## src/rtl/ndp_pkg.sv

```systemverilog
// rtl/ndp_pkg.sv - shared state encoding, default geometry and error bit indices
package ndp_pkg;

    localparam int DEF_WIDTH      = 16;
    localparam int DEF_ARR_WIDTH  = 4;
    localparam int DEF_ARR_HEIGHT = 4;
    localparam int DEF_SYS_WIDTH  = 16;
    localparam int DEF_SYS_HEIGHT = 1;
    localparam int DEF_AXIS_WIDTH = 32;
    localparam int DEF_CNT_BITS   = 16;

    localparam int A_BITS  = DEF_SYS_HEIGHT * DEF_ARR_HEIGHT * DEF_WIDTH;
    localparam int B_BITS  = DEF_SYS_WIDTH * DEF_ARR_WIDTH * DEF_WIDTH;
    localparam int A_BEATS = A_BITS / DEF_AXIS_WIDTH;
    localparam int B_BEATS = B_BITS / DEF_AXIS_WIDTH;

    localparam int ERR_EARLY_TLAST = 0;
    localparam int ERR_FRAMING     = 1;

    typedef enum logic [2:0] {
        ST_IDLE   = 3'd0,
        ST_LOAD_B = 3'd1,
        ST_LOAD_A = 3'd2,
        ST_ISSUE  = 3'd3,
        ST_DONE   = 3'd4,
        ST_DRAIN  = 3'd5
    } ndp_state_e;

endpackage

```

## src/rtl/ndp_load_sequencer_if.sv

```systemverilog
// rtl/ndp_load_sequencer_if.sv - input stream bundle feeding the load sequencer
interface ndp_load_sequencer_if #(
    parameter int AXIS_WIDTH = 32
);
    logic [AXIS_WIDTH-1:0] tdata;
    logic                  tlast;
    logic                  tvalid;
    logic                  tready;

    modport master (output tdata, output tlast, output tvalid, input tready);
    modport slave  (input tdata, input tlast, input tvalid, output tready);
endinterface

```

## src/rtl/ndp_beat_packer.sv

```systemverilog
// rtl/ndp_beat_packer.sv - gathers stream beats into one wide vector, first beat lands lowest
module ndp_beat_packer #(
    parameter int TOTAL_BITS = 64,
    parameter int BEAT_BITS  = 32
) (
    input  logic                  clk,
    input  logic                  rst,
    input  logic                  clear,
    input  logic                  beat_valid,
    input  logic [BEAT_BITS-1:0]  beat_data,
    output logic [TOTAL_BITS-1:0] data,
    output logic                  complete
);
    localparam int BEATS    = TOTAL_BITS / BEAT_BITS;
    localparam int IDX_BITS = (BEATS > 1) ? $clog2(BEATS) : 1;

    logic [IDX_BITS-1:0]             idx;
    logic [TOTAL_BITS+BEAT_BITS-1:0] shifted;

    // New beats enter at the top and slide down, so after BEATS beats the first sits at bit 0.
    assign shifted  = {beat_data, data} >> BEAT_BITS;
    assign complete = beat_valid && (idx == IDX_BITS'(BEATS - 1));

    always_ff @(posedge clk or posedge rst) begin
        if (rst) begin
            idx  <= '0;
            data <= '0;
        end else if (clear) begin
            idx <= '0;
        end else if (beat_valid) begin
            data <= shifted[TOTAL_BITS-1:0];
            idx  <= complete ? '0 : idx + 1'b1;
        end
    end
endmodule

```

## src/rtl/ndp_load_sequencer.sv

```systemverilog
// rtl/ndp_load_sequencer.sv - parses header, loads weight vector, issues activation vectors
module ndp_load_sequencer
    import ndp_pkg::*;
#(
    parameter int WIDTH      = 16,
    parameter int ARR_WIDTH  = 4,
    parameter int ARR_HEIGHT = 4,
    parameter int SYS_WIDTH  = 16,
    parameter int SYS_HEIGHT = 1,
    parameter int AXIS_WIDTH = 32,
    parameter int CNT_BITS   = 16,
    localparam int A_VEC_BITS = SYS_HEIGHT * ARR_HEIGHT * WIDTH,
    localparam int B_VEC_BITS = SYS_WIDTH * ARR_WIDTH * WIDTH
) (
    input  logic                   axi_aclk,
    input  logic                   axi_areset,
    ndp_load_sequencer_if.slave    s_axis,
    output logic [B_VEC_BITS-1:0]  b_data,
    output logic                   b_load,
    output logic [A_VEC_BITS-1:0]  a_data,
    output logic                   a_valid,
    input  logic                   a_ready,
    output logic [CNT_BITS-1:0]    step_count,
    output logic                   busy,
    output logic                   done,
    output logic [1:0]             err
);
    ndp_state_e         state, state_nxt;
    logic [CNT_BITS-1:0] n_vec;
    logic [CNT_BITS-1:0] hdr_n;
    logic [CNT_BITS-1:0] step_inc;
    logic                tready_q;
    logic                drain_pend;
    logic                fire, hdr_fire, b_fire, a_fire;
    logic                b_complete, a_complete;
    logic                hdr_zero, final_step, a_abort, handshake;

    assign s_axis.tready = tready_q;

    assign fire       = s_axis.tvalid && tready_q;
    assign hdr_fire   = fire && (state == ST_IDLE);
    assign b_fire     = fire && (state == ST_LOAD_B);
    assign a_fire     = fire && (state == ST_LOAD_A);
    assign hdr_n      = s_axis.tdata[CNT_BITS-1:0];
    assign hdr_zero   = (hdr_n == '0);
    assign step_inc   = step_count + 1'b1;
    assign final_step = (step_inc == n_vec);
    assign handshake  = a_valid && a_ready;
    // Only the last beat of the last vector may carry tlast.
    assign a_abort    = s_axis.tlast && !(a_complete && final_step);

    ndp_beat_packer #(
        .TOTAL_BITS (B_VEC_BITS),
        .BEAT_BITS  (AXIS_WIDTH)
    ) u_b_packer (
        .clk        (axi_aclk),
        .rst        (axi_areset),
        .clear      (hdr_fire),
        .beat_valid (b_fire),
        .beat_data  (s_axis.tdata),
        .data       (b_data),
        .complete   (b_complete)
    );

    ndp_beat_packer #(
        .TOTAL_BITS (A_VEC_BITS),
        .BEAT_BITS  (AXIS_WIDTH)
    ) u_a_packer (
        .clk        (axi_aclk),
        .rst        (axi_areset),
        .clear      (hdr_fire),
        .beat_valid (a_fire),
        .beat_data  (s_axis.tdata),
        .data       (a_data),
        .complete   (a_complete)
    );

    always_comb begin
        state_nxt = state;
        case (state)
            ST_IDLE: begin
                if (hdr_fire) begin
                    if (hdr_zero)          state_nxt = s_axis.tlast ? ST_IDLE : ST_DRAIN;
                    else if (s_axis.tlast) state_nxt = ST_IDLE;
                    else                   state_nxt = ST_LOAD_B;
                end
            end
            ST_LOAD_B: begin
                if (b_fire) begin
                    if (s_axis.tlast)    state_nxt = ST_IDLE;
                    else if (b_complete) state_nxt = ST_LOAD_A;
                end
            end
            ST_LOAD_A: begin
                if (a_fire) begin
                    if (a_abort)         state_nxt = ST_IDLE;
                    else if (a_complete) state_nxt = ST_ISSUE;
                end
            end
            ST_ISSUE: begin
                if (handshake) begin
                    if (drain_pend)      state_nxt = ST_DRAIN;
                    else if (final_step) state_nxt = ST_DONE;
                    else                 state_nxt = ST_LOAD_A;
                end
            end
            ST_DONE:  state_nxt = ST_IDLE;
            ST_DRAIN: if (fire && s_axis.tlast) state_nxt = ST_IDLE;
            default:  state_nxt = ST_IDLE;
        endcase
    end

    // Outputs are registered from the next state so they line up with the state they describe.
    always_ff @(posedge axi_aclk or posedge axi_areset) begin
        if (axi_areset) begin
            state      <= ST_IDLE;
            tready_q   <= 1'b0;
            a_valid    <= 1'b0;
            b_load     <= 1'b0;
            done       <= 1'b0;
            busy       <= 1'b0;
            err        <= '0;
            step_count <= '0;
            n_vec      <= '0;
            drain_pend <= 1'b0;
        end else begin
            state    <= state_nxt;
            tready_q <= (state_nxt == ST_IDLE) || (state_nxt == ST_LOAD_B) ||
                        (state_nxt == ST_LOAD_A) || (state_nxt == ST_DRAIN);
            a_valid  <= (state_nxt == ST_ISSUE);
            done     <= (state_nxt == ST_DONE);
            busy     <= (state_nxt != ST_IDLE);
            b_load   <= b_fire && !s_axis.tlast && b_complete;

            if (hdr_fire) begin
                n_vec                <= hdr_n;
                step_count           <= '0;
                drain_pend           <= 1'b0;
                err[ERR_FRAMING]     <= hdr_zero;
                err[ERR_EARLY_TLAST] <= !hdr_zero && s_axis.tlast;
            end
            if (b_fire && s_axis.tlast) begin
                err[ERR_EARLY_TLAST] <= 1'b1;
            end
            if (a_fire && a_abort) begin
                err[ERR_EARLY_TLAST] <= 1'b1;
            end
            // Final vector without tlast: still issue it, then skip whatever the sender appended.
            if (a_fire && a_complete && final_step && !s_axis.tlast) begin
                err[ERR_FRAMING] <= 1'b1;
                drain_pend       <= 1'b1;
            end
            if (handshake) begin
                step_count <= step_inc;
            end
        end
    end
endmodule
```

## src/flat_wrapper.sv

```systemverilog
// flat-port wrapper written by rule: the top's interface ports become plain ports
module ndp_load_sequencer_flat import ndp_pkg::*;
#(
    parameter int WIDTH      = 16,
    parameter int ARR_WIDTH  = 4,
    parameter int ARR_HEIGHT = 4,
    parameter int SYS_WIDTH  = 16,
    parameter int SYS_HEIGHT = 1,
    parameter int AXIS_WIDTH = 32,
    parameter int CNT_BITS   = 16,
    localparam int A_VEC_BITS = SYS_HEIGHT * ARR_HEIGHT * WIDTH,
    localparam int B_VEC_BITS = SYS_WIDTH * ARR_WIDTH * WIDTH
)
  (axi_aclk, axi_areset, b_data, b_load, a_data, a_valid, a_ready, step_count, busy, done, err, s_axis_tdata, s_axis_tlast, s_axis_tvalid, s_axis_tready);
  ndp_load_sequencer_if #(.AXIS_WIDTH(AXIS_WIDTH)) s_axis_i ();
  input  logic axi_aclk;
  input  logic axi_areset;
  output logic [B_VEC_BITS-1:0] b_data;
  output logic b_load;
  output logic [A_VEC_BITS-1:0] a_data;
  output logic a_valid;
  input  logic a_ready;
  output logic [CNT_BITS-1:0] step_count;
  output logic busy;
  output logic done;
  output logic [1:0] err;
  input wire logic [$bits(s_axis_i.tdata)-1:0] s_axis_tdata;
  input wire logic [$bits(s_axis_i.tlast)-1:0] s_axis_tlast;
  input wire logic [$bits(s_axis_i.tvalid)-1:0] s_axis_tvalid;
  output wire logic [$bits(s_axis_i.tready)-1:0] s_axis_tready;
  assign s_axis_i.tdata = s_axis_tdata;
  assign s_axis_i.tlast = s_axis_tlast;
  assign s_axis_i.tvalid = s_axis_tvalid;
  assign s_axis_tready = s_axis_i.tready;
  ndp_load_sequencer #(.WIDTH(WIDTH), .ARR_WIDTH(ARR_WIDTH), .ARR_HEIGHT(ARR_HEIGHT), .SYS_WIDTH(SYS_WIDTH), .SYS_HEIGHT(SYS_HEIGHT), .AXIS_WIDTH(AXIS_WIDTH), .CNT_BITS(CNT_BITS)) u_core (.axi_aclk(axi_aclk), .axi_areset(axi_areset), .s_axis(s_axis_i), .b_data(b_data), .b_load(b_load), .a_data(a_data), .a_valid(a_valid), .a_ready(a_ready), .step_count(step_count), .busy(busy), .done(done), .err(err));
endmodule
```

## config.mk

```make
export PLATFORM = sky130hd
export DESIGN_NAME = ndp_load_sequencer_flat
export DESIGN_NICKNAME = d
export VERILOG_FILES = /design/src/rtl/ndp_pkg.sv /design/src/rtl/ndp_load_sequencer_if.sv /design/src/rtl/ndp_beat_packer.sv /design/src/rtl/ndp_load_sequencer.sv /design/src/flat_wrapper.sv
export SDC_FILE = /design/constraint.sdc
export NUM_CORES = 2
export LEC_CHECK = 0
export ABC_AREA = 1
export CAP_MARGIN = 25
export CORE_AREA = 2 2 441 443
export CTS_CLUSTER_DIAMETER = 200
export CTS_CLUSTER_SIZE = 28
export DETAILED_ROUTE_END_ITERATION = 12
export DIE_AREA = 0 0 443 445
export REMOVE_ABC_BUFFERS = 1
export SETUP_SLACK_MARGIN = 0.15
export SLEW_MARGIN = 20
export SYNTH_ARGS = -nofsm -noshare
export SYNTH_HDL_FRONTEND = slang
export SYNTH_SLANG_ARGS = --single-unit
```

## constraint.sdc

```tcl
create_clock -name axi_aclk -period 43.3 [get_ports axi_aclk]
set_input_delay 8.66 -clock axi_aclk [delete_from_list [all_inputs] [get_ports axi_aclk]]
set_output_delay 8.66 -clock axi_aclk [all_outputs]
set_load 0.02 [all_outputs]
```

==> impl_metrics.json <==
{
  "grt_use_total": 0.162,
  "nNetsFinal": 5481,
  "drcViolationCount": 0,
  "synth_area_sq_um": 42700,
  "clock_sinks": 1137,
  "cts_tree": "built",
  "crit_type": "in2reg",
  "max-slew-margin-rel": 0.302,
  "grt_max_degree": 243,
  "end_kind": "flip-flop",
  "top_usage_layer": "met2",
  "multi_input_area_sq_um": 11100,
  "clk_path_buf_depth": 3,
  "gr-usage-met1": 0.207,
  "htree_levels": 2,
  "die_w_um": 443,
  "dp_hpwl_um": 126000,
  "clock_latency_ns": 0.69,
  "synthTopCellsByArea": "dfrtp_1, o21ai_0, nand2_1, inv_1, clkbuf_1",
  "p_int_mw": 2.22,
  "cts_made_buffers": 46,
  "ff_latch_area_sq_um": 28500,
  "worst_slew_pin_slew_ns": 1.05,
  "wl_per_cell_um": 20.9,
  "status": "finished, final reports clean",
  "postCtsHoldBufs": 0,
  "ys_seq_area_frac": 0.667,
  "rsz0062_at_grt": "no",
  "port_buffers": 1147,
  "antenna_left": 0,
  "die_height_um": 445,
  "dp_slack_ns": 28.88,
  "gp_congestion": 0.940,
  "cts.repair.resized": 0,
  "synthTopCellsByCount": "nand2_1, dfrtp_1, o21ai_0, inv_1, clkbuf_1",
  "drive_gt1_frac": 0.0224,
  "ff2ff_setup_slack_ns": 37.87,
  "fin_worst_skew_ns": 0.0323,
  "wl_um": 166000,
  "synth_area_leader_cell": "dfrtp_1",
  "cp.arrival_ns": 13.92,
  "setup_viol": 0,
  "synthCells": 4450,
  "p_sw_frac": 0.425,
  "area_growth_pct": 35.9,
  "netSwitchingPower_mw": 1.64,
  "num_vias": 33600,
  "initial_utilization": 0.222,
  "cap_violations": 0,
  "grt_pass1_wl_um": 236000,
  "async_flop_share": 1.00,
  "drt_iter0_markers": 2912,
  "regToRegStartpoint": "u_core.s_axis.tready",
  "setup_tns_ns": 0,
  "nFillCells": 20000,
  "ir_drop_mv": 0.0327,
  "yosysMostFrequentCell": "nand2_1",
  "fin_crit_sh": 0.309,
  "worstPathMaxFanout": 172,
  "maxSlewViolCount": 0,
  "fmax_ghz": 0.0746,
  "min_period_ns": 13.40,
  "root_buffer": "clkbuf_16",
  "grt_overflow": 0,
  "reg2reg_depth": 12,
  "num_rows": 161,
  "clock_power_share": 0.141,
  "postLayoutSetupSlackWorst_ns": 29.90,
  "num_io_pins": 1148,
  "yosys_warnings": 0,
  "core-area_sq_um": 192000,
  "synth_edf_count": 0,
  "hold_class": "reg2reg",
  "syn_area_per_cell_sq_um": 9.59,
  "antenna_found_initial": 18,
  "path_clk_slew_ns": 0.12,
  "synth_ff_type": "dfrtp_1",
  "crit_end": "u_core.u_b_packer.data[78]",
  "power_density_nw_per_um2": 66.6,
  "worstSetupStartpoint": "s_axis_tvalid",
  "cp_data_required_time_ns": 43.82,
  "drtPass1Iterations": 6,
  "rr_endpoint": "u_core.u_b_packer.data[78]",
  "netlist.area_leader.share": 0.667,
  "via_per_inst": 4.22,
  "p_leak_nw": 24.9,
  "p_seq_frac": 0.427,
  "grt_use_met2": 0.263,
  "startpoint_type": "primary input",
  "dieArea_sq_um": 197000,
  "met3_usage": 0.0395,
  "ys_types": 36,
  "combPwrFrac": 0.432,
  "hold_viol_final": 0,
  "grt_pass1_vias": 32300,
  "fin_util": 0.302,
  "yosys_register_bits": 1137,
  "post_cts_buffers": 0
}
## worst min path at each step
stage	from	end	slack, ns	cells past startpoint
after floorplan	u_core.drain_pend	u_core.drain_pend	0.45	2
after global placement	u_core.u_a_packer.data[9]	u_core.u_a_packer.data[9]	0.46	2
after detailed placement	u_core.u_a_packer.data[20]	u_core.u_a_packer.data[20]	0.46	2
after CTS	u_core.u_a_packer.data[20]	u_core.u_a_packer.data[20]	0.49	2
after global routing	u_core.u_a_packer.data[30]	u_core.u_a_packer.data[30]	0.52	2
final	u_core.u_a_packer.data[1]	u_core.u_a_packer.data[1]	0.50	2
## power by group through the flow
stage / logic [mW] / registers (mW) / clock network (mW)
2_1_floorplan: 0.420 / 1.95 / 0
3_3_place_gp: 1.67 / 1.66 / 0
3_5_place_dp: 1.68 / 1.66 / 0
4_1_cts: 1.69 / 1.65 / 0.570
5_1_grt: 1.79 / 1.69 / 0.602
6_report: 1.67 / 1.65 / 0.544
## registers in the layout, summed over array words and instances (netlist names)
name and count:
u_core.a_valid 1, u_core.b_load 1, u_core.busy 1, u_core.done 1, u_core.drain_pend 1, u_core.err 2, u_core.n_vec 16, u_core.s_axis.tready 1
u_core.state 3, u_core.step_count 16, u_core.u_a_packer.data 64, u_core.u_a_packer.idx 1, u_core.u_b_packer.data 1024, u_core.u_b_packer.idx 5
## layout by cell type, fill, tap and decap left out, types with 7 or more instances in the layout
master / n
buf_4: 33
clkbuf_16: 47
clkdlybuf4s50_1: 1147
dfrtp_1: 1137
inv_1: 571
nand2_1: 1283
nand2_2: 7
nand3_1: 36
nand4_1: 11
nor2_1: 29
o21ai_0: 1070
o22ai_1: 8
## routing by layer
metal / vias to the layer above / wire (um)
li1: 15900 / -
met1: 16500 / 68800
met2: 1100 / 78700
met3: 214 / 11700
met4: 12 / 7060
met5: - / 73
## logic make-up after synthesis
logic type / synth area share
AND/OR/NAND/NOR: 0.128
flip-flops: 0.667
AO/OA/AOI/OAI: 0.128
buffers and inverters: 0.0738
XOR/XNOR: 0.00232
adder cells (fa/ha/maj): 0.000880
## area by class of cell
type	count	share of cell area
inverter	578	0.0377
multi-input combinational	2491	0.191
timing repair buffer	1187	0.205
antenna	6	0.000259
tap	2526	0.0545
clock inverter	3	0.000432
clock buffer	47	0.0203
sequential	1137	0.491
## through the flow
step                instance area, sq um  total power, mW  hold WS [ns]  cells
floorplan                          41700             2.37         0.451   4206
detailed placement                 56700             3.35         0.464   7916
CTS                                57900             3.91         0.494   7966
finish                             58000             3.86         0.495   7975
global route                       57900             4.07         0.522   7972
global placement                   56700             3.33         0.463   7916
## critical path, stage by stage
cell,delay [ns]
clkdlybuf4s50_1,0.39
nand2_1,0.13
nor3_2,0.07
inv_2,0.14
nor2_4,0.03
buf_4,0.31
inv_8,0.64
buf_4,0.40
buf_16,0.32
buf_4,0.69
buf_4,0.85
buf_4,0.85
o21ai_0,0.19
Power figures use the tool's default switching activity.
